<file path="config.mk">
export PLATFORM = sky130hd
export DESIGN_NAME = wb_initiator_timeout_slice
export DESIGN_NICKNAME = d
export VERILOG_FILES = /design/src/rtl/wb_initiator_timeout_slice.sv
export SDC_FILE = /design/constraint.sdc
export NUM_CORES = 1
export LEC_CHECK = 0
export BUFFER_PORTS_ARGS = -buffer_cell sky130_fd_sc_hd__buf_4
export CAP_MARGIN = 20
export CORE_MARGIN = 2
export CORE_UTILIZATION = 48
export DETAILED_ROUTE_END_ITERATION = 16
export PLACE_DENSITY = 0.85
export SKIP_LAST_GASP = 1
export SLEW_MARGIN = 40
export SYNTH_ARGS = -nofsm -noshare
export SYNTH_HDL_FRONTEND = slang
export SYNTH_SLANG_ARGS = --single-unit
</file>
<file path="constraint.sdc">
create_clock -name clock -period 4.68 [get_ports clock]
set_clock_uncertainty 0.15 [all_clocks]
set_input_delay 0.936 -clock clock [delete_from_list [all_inputs] [get_ports clock]]
set_output_delay 0.936 -clock clock [all_outputs]
set_load 0.005 [all_outputs]
</file>
<file path="src/rtl/wb_initiator_timeout_slice.sv">
// Wishbone initiator-side register slice. Registers the request toward the
// interconnect and the response back toward the initiator, and terminates a
// transfer with err+timeout if no target answers within TIMEOUT cycles of the
// request being presented.
module wb_initiator_timeout_slice #(
    parameter int unsigned WB_ADDR_WIDTH = 32,
    parameter int unsigned WB_DATA_WIDTH = 32,
    parameter int unsigned TIMEOUT       = 255
) (
    input  logic                         clock,
    input  logic                         reset,
    input  logic [WB_ADDR_WIDTH-1:0]     adr,
    input  logic [WB_DATA_WIDTH-1:0]     dat_w,
    output logic [WB_DATA_WIDTH-1:0]     dat_r,
    input  logic                         cyc,
    input  logic                         stb,
    input  logic [WB_DATA_WIDTH/8-1:0]   sel,
    input  logic                         we,
    output logic                         ack,
    output logic                         err,
    output logic [WB_ADDR_WIDTH-1:0]     tadr,
    output logic [WB_DATA_WIDTH-1:0]     tdat_w,
    input  logic [WB_DATA_WIDTH-1:0]     tdat_r,
    output logic                         tcyc,
    output logic                         tstb,
    output logic [WB_DATA_WIDTH/8-1:0]   tsel,
    output logic                         twe,
    input  logic                         tack,
    input  logic                         terr,
    output logic                         timeout
);

    localparam int unsigned SEL_WIDTH  = WB_DATA_WIDTH / 8;
    localparam int unsigned CNT_CLOG   = $clog2(TIMEOUT + 1);
    localparam int unsigned CNT_WIDTH  = (CNT_CLOG < 1) ? 1 : CNT_CLOG;
    localparam int unsigned CNT_LAST   = (TIMEOUT == 0) ? 0 : TIMEOUT - 1;

    typedef enum logic [1:0] {
        S_IDLE = 2'd0,
        S_BUSY = 2'd1,
        S_RESP = 2'd2
    } state_e;

    state_e                     state_q, state_d;
    logic [WB_ADDR_WIDTH-1:0]   adr_q, adr_d;
    logic [WB_DATA_WIDTH-1:0]   dat_w_q, dat_w_d;
    logic [SEL_WIDTH-1:0]       sel_q, sel_d;
    logic                       we_q, we_d;
    logic [CNT_WIDTH-1:0]       cnt_q, cnt_d;
    logic [WB_DATA_WIDTH-1:0]   dat_r_q, dat_r_d;
    logic                       ack_q, ack_d;
    logic                       err_q, err_d;
    logic                       timeout_q, timeout_d;
    logic                       tcyc_q, tcyc_d;

    // Next-state, capture, response and counter logic.
    // The first BUSY cycle launches the request (tcyc/tstb rise on the
    // following edge); responses and the timeout counter only act once the
    // request is actually visible to the interconnect.
    always_comb begin
        state_d   = state_q;
        adr_d     = adr_q;
        dat_w_d   = dat_w_q;
        sel_d     = sel_q;
        we_d      = we_q;
        cnt_d     = cnt_q;
        dat_r_d   = dat_r_q;
        ack_d     = 1'b0;
        err_d     = 1'b0;
        timeout_d = 1'b0;
        tcyc_d    = 1'b0;

        case (state_q)
            S_IDLE: begin
                if (cyc && stb) begin
                    adr_d   = adr;
                    dat_w_d = dat_w;
                    sel_d   = sel;
                    we_d    = we;
                    cnt_d   = '0;
                    state_d = S_BUSY;
                end
            end

            S_BUSY: begin
                if (!cyc) begin
                    state_d = S_IDLE;
                end else if (tcyc_q) begin
                    if (cnt_q != {CNT_WIDTH{1'b1}}) begin
                        cnt_d = cnt_q + CNT_WIDTH'(1);
                    end
                    if (terr) begin
                        err_d   = 1'b1;
                        state_d = S_RESP;
                    end else if (tack) begin
                        dat_r_d = tdat_r;
                        ack_d   = 1'b1;
                        state_d = S_RESP;
                    end else if ((TIMEOUT != 0) && (cnt_q == CNT_WIDTH'(CNT_LAST))) begin
                        err_d     = 1'b1;
                        timeout_d = 1'b1;
                        dat_r_d   = '0;
                        state_d   = S_RESP;
                    end else begin
                        tcyc_d = 1'b1;
                    end
                end else begin
                    tcyc_d = 1'b1;
                end
            end

            S_RESP: begin
                if (cyc && stb) begin
                    adr_d   = adr;
                    dat_w_d = dat_w;
                    sel_d   = sel;
                    we_d    = we;
                    cnt_d   = '0;
                    state_d = S_BUSY;
                end else begin
                    state_d = S_IDLE;
                end
            end

            default: begin
                state_d = S_IDLE;
            end
        endcase
    end

    // State and output registers with synchronous active-low reset.
    always_ff @(posedge clock) begin
        if (!reset) begin
            state_q   <= S_IDLE;
            adr_q     <= '0;
            dat_w_q   <= '0;
            sel_q     <= '0;
            we_q      <= 1'b0;
            cnt_q     <= '0;
            dat_r_q   <= '0;
            ack_q     <= 1'b0;
            err_q     <= 1'b0;
            timeout_q <= 1'b0;
            tcyc_q    <= 1'b0;
        end else begin
            state_q   <= state_d;
            adr_q     <= adr_d;
            dat_w_q   <= dat_w_d;
            sel_q     <= sel_d;
            we_q      <= we_d;
            cnt_q     <= cnt_d;
            dat_r_q   <= dat_r_d;
            ack_q     <= ack_d;
            err_q     <= err_d;
            timeout_q <= timeout_d;
            tcyc_q    <= tcyc_d;
        end
    end

    assign dat_r   = dat_r_q;
    assign ack     = ack_q;
    assign err     = err_q;
    assign timeout = timeout_q;
    assign tadr    = adr_q;
    assign tdat_w  = dat_w_q;
    assign tsel    = sel_q;
    assign twe     = we_q;
    assign tcyc    = tcyc_q;
    assign tstb    = tcyc_q;

endmodule

</file>
# --- Word level (Yosys, flattened, before mapping) ---
# Index checks and enable logic that the tools add are counted.
classes:
  n_reduce_logical: 12
  mux: 23
  addsub: 1
  n_bitwise: 5
  eq_ne: 11
ops:
  columns: ["cell", "n"]
  rows:
  - ["$mux W32", 2]
  - ["$mux W8", 4]
  - ["$pmux W8 S2", 1]
  - ["$mux W2", 6]
  - ["$reduce_and A5 Y1", 2]
  - ["$mux W1", 9]
  - ["$add A8 B1 Y8 const B", 1]
  - ["$eq A8 B8 Y1 const B", 1]
  - ["$ne A2 B2 Y1 const B", 4]
  - ["$ne A8 B8 Y1 const B", 1]
  - ["$pmux W2 S3", 1]
  - ["$reduce_and A3 Y1", 2]
  - ["$ne A5 B5 Y1 const B", 1]
  - ["$not A1 Y1", 5]
  - ["$reduce_or A5 Y1", 1]
  - ["$reduce_and A4 Y1", 1]
  - ["$reduce_bool A2 Y1", 2]
  - ["$ne A3 B3 Y1 const B", 1]
  - ["$eq A2 B1 Y1 const B", 1]
  - ["$eq A2 B2 Y1 const B", 1]
  - ["$logic_not A2 Y1", 1]
  - ["$ne A2 B1 Y1 const B", 1]
  - ["$reduce_and A2 Y1", 1]
  - ["$reduce_or A2 Y1", 1]
  - ["$logic_and A1 B1 Y1", 1]
totals:
  regBits: 115
  wordCells: 63

# --- Logic depth before layout (Yosys ltp) ---
logic_depth:
  word_depth: 7
  depth_mapped: 7
  ltp_nobuf: 6

# --- Least setup slack after synthesis ---
# OpenSTA, ideal clock, no wires.
synth_path:
  path_type: "input -> register"
  from: "in reset"
  to: "reg dat_r_q[11], in the netlist dat_r[11]"
  n_path_buf: 2
  t_arrival_ns: 1.889
  slack_ns: 2.581
  setup_ns: 0.060
  path_stages: 5
  path_cell_list: "buf_2 nand3_1 nor3b_2 buf_4 a22o_1"
synth_rtl:
  columns: ["item", "line_no", "source"]
  rows:
  - ["from (decl)", "11", "input logic reset,"]
  - ["to (signal assigned)", "152", "dat_r_q <= dat_r_d;"]
  - ["to (decl)", "50", "logic [WB_DATA_WIDTH-1:0] dat_r_q, dat_r_d;"]

# --- Worst setup path after layout ---
layout_path:
  from: "reg tcyc_q, in the netlist tcyc"
  to: "out tstb"
layout_rtl:
  columns: ["item", "line_no", "source"]
  rows:
  - ["from (decl)", "54", "logic tcyc_q, tcyc_d;"]
  - ["from (signal assigned)", "156", "tcyc_q <= tcyc_d;"]
  - ["to (decl)", "25", "output logic tstb,"]
# No word-level cell between the ends.

==> metrics.txt <==
Worst-path clk slew around 60 ps; slowest stage cell on the critical path dfxtp_1; total CTS buffers 17; total length of routed wires between 10,000 and 15,000 um; GR peak layer met2; status complete, no violations; CTS Sinks approximately 120; final worst path period need 2140 ps; Post-synth EDFFs 0; die width ~95 um; Int Power 1.88 mW; hold buffer count at cts 0; placed cell count approximately 740; Placed Area roughly 0.0056 mm^2; fraction of registers with async set/reset 0%; crit start category flip-flop; Final nets ~760; crit-path max cell delay approximately 400 ps; Syn Nets about 560; Worst Path Max Fanout 5; CP cell instances buf_4; critical path class flip-flop to output pin; Top delay family on crit path flip-flops; cell taking the most area after synthesis dfxtp_1; Netlist Area Pre-Place roughly 0.004 mm^2; share of layout cells above drive strength 1 between 30% and 40%; Root Driver clkbuf_8; Post-Layout Cell Count 773; H-tree level count 4; final slew viol count 0; starting DRC count in detailed routing between 150 and 200; post-synth top area share 57.6%; share of the clock period used by the worst path between 40% and 50%; CTS tree done; Finished Cell Area between 0.006 and 0.007 mm^2; core area 0.00813 mm^2; crit path buf inv count 1; worst setup margin ~2500 ps; Clock power frac around 50%; num ports ~210; # diodes 0; commonest register cell after synthesis dfxtp_1; RD Place Congestion just over 0.8; # rows 33; Fill cells ~580; die height ~95 um; area grow syn2layout 56.5%; GRT Util Overall 24.2%; sequential-to-total area share from yosys stat between 50 and 60%; M1 GR Usage ~28%; first-pass GRT wire length 17,100 um; Die ar. roughly 0.009 mm^2; Crit. End Element output pin; R2R setup slack roughly 2700 ps; pre-CTS setup slack approximately 1800 ps; Final Hold Vio Count 0; vias in the first global route around 3,700; RSZ-0062 raised after global routing false; maximum vdd drop approximately 0.26 mV; met3 Resource Use GR a little over 8%; initial core utilization approximately 50%; PostCTS Resize Cnt 0; DR DRC count 0; Worst Hold Class flip-flop to flip-flop; drt wl/cell 14.7 um; cells taking the most area after synthesis dfxtp_1 58%, nand2_1 14%, a21oi_1 9.0%; Post-Synthesis Cells between 400 and 500; switching power approximately 560 uW; PwrDens between 300 and 400 mW/mm^2; final hold slack approximately 300 ps; CTS Buffer Depth 2; post-DP HPWL 8010 um; initial antenna violation count 0; Setup Buffers After CTS 0; grt ovf 0; max-cap viol count 0; Sw Share between 20% and 30%; final setup fails 0; max_slew headroom about half; worst slew pin tran 767 ps; Critical Path RT ~3600 ps; Synth Register Bits between 100 and 150; fmax 0.468 GHz; clk_lat worst skew 490 ps; Reg power frac about two fifths; Routed Antenna Nets 0; IO buf count around 210; Worst EP arrival approximately 1100 ps; Synthesis Warnings 0; setup_tns 0 ps; Netlist cell types 41; met2 Usage GRT between 40% and 50%; largest net degree at the start of global routing 58; First-pass DRT Iterations 4; Comb pwr share approximately 8%; Synth Area per Inst roughly 8.9 um^2; leakage approximately 2.8 nW; drt via density 5.11; Via Count around 3,900
[path summary, 6_finish.rpt]
| path | end | depth (start not counted) | from |
|---|---|---|---|
| worst min register to register | tadr[11]$_SDFFE_PN0P_ | 2 | tadr[11]$_SDFFE_PN0P_ |
| worst max register to register | dat_r[25]$_SDFFE_PN0P_ | 5 | state_q[0]$_SDFFE_PN0P_ |
| worst max-delay path | tstb | 1 | tcyc$_SDFF_PN0_ |
| worst min-delay path | tadr[11]$_SDFFE_PN0P_ | 2 | tadr[11]$_SDFFE_PN0P_ |
[layout make-up]
| type | instances | area (um^2) | area share (%) |
|---|---|---|---|
| Tap cell | 105 | 131 | 2.10 |
| Multi-Input combinational cell | 297 | 1550 | 24.8 |
| Inverter | 4 | 15.0 | 0.240 |
| Timing Repair Buffer | 220 | 1680 | 26.9 |
| Clock buffer | 17 | 414 | 6.62 |
| Sequential cell | 115 | 2300 | 36.8 |
| Clock inverter | 15 | 158 | 2.52 |
[synth_stat cells (2+ instances only)]
| cell type | number |
|---|---|
| a21oi_1 | 72 |
| a31oi_1 | 2 |
| nand2_1 | 144 |
| nand3_1 | 7 |
| o2111ai_1 | 2 |
| buf_1 | 4 |
| nand4_1 | 2 |
| or4_1 | 2 |
| clkbuf_1 | 19 |
| buf_4 | 4 |
| nor2_1 | 6 |
| inv_1 | 3 |
| ha_1 | 2 |
| a22o_1 | 32 |
| dfxtp_1 | 115 |
| buf_2 | 3 |
| and3_1 | 4 |
[sequential cells by signal (all words and copies together), names as in the netlist]
signal,cells
ack,1
dat_r,32
tadr,32
tdat_w,32
err,1
timeout,1
state_q,2
tcyc,1
cnt_q,8
twe,1
tsel,4
[through the flow]
step	power (mW)	utilization (%)
floorplan	1.11	-
global placement	1.24	69.1
detailed placement	1.24	69.4
CTS	2.46	76.4
global route	2.54	76.9
finish	2.44	76.9
[layout by cell type, fill, tap and decap left out, types with 2 or more instances in the layout]
cell and n:
a21oi_1 71, a22o_1 32, a31oi_1 2, and3_1 4, buf_4 216, buf_6 3, bufinv_16 2, clkbuf_16 17
clkinv_2 4, clkinv_4 5, dfxtp_1 115, ha_1 2, inv_1 3, inv_6 3, nand2_1 144, nand3_1 7
nand4_1 2, nor2_1 5, o2111ai_1 2, or4_1 2
[tightest hold or removal path: cells and delay by family (launching register included)]
family	cells	cell delay [ps]
flops	1	310
simple gates	1	50
compound gates	1	50
[per-layer routing]
metal	wire length, um	part of all wire, %
met5	0	0
met4	144	1.3
met3	889	7.8
met2	5870	52
met1	4480	39
[power groups by stage]
stage | Clock [mW] | Sequential, mW | Combinational, mW
after global routing | 1.30 | 1.03 | 0.219
after detailed placement | 0 | 1.04 | 0.197
after floorplan | 0 | 1.05 | 0.0659
after global placement | 0 | 1.04 | 0.192
after CTS | 1.24 | 1.02 | 0.198
final | 1.22 | 1.02 | 0.201
[cell families after synthesis]
group	count (synthesis)	share of synthesized area, %
AO/OA/AOI/OAI	118	19.0
XOR/XNOR	1	0.219
adder cells (fa/ha/maj)	2	0.626
buffers and inverters	35	3.94
flip-flops	115	57.6
AND/OR/NAND/NOR	176	18.6
(Power assumes the default switching activity.)
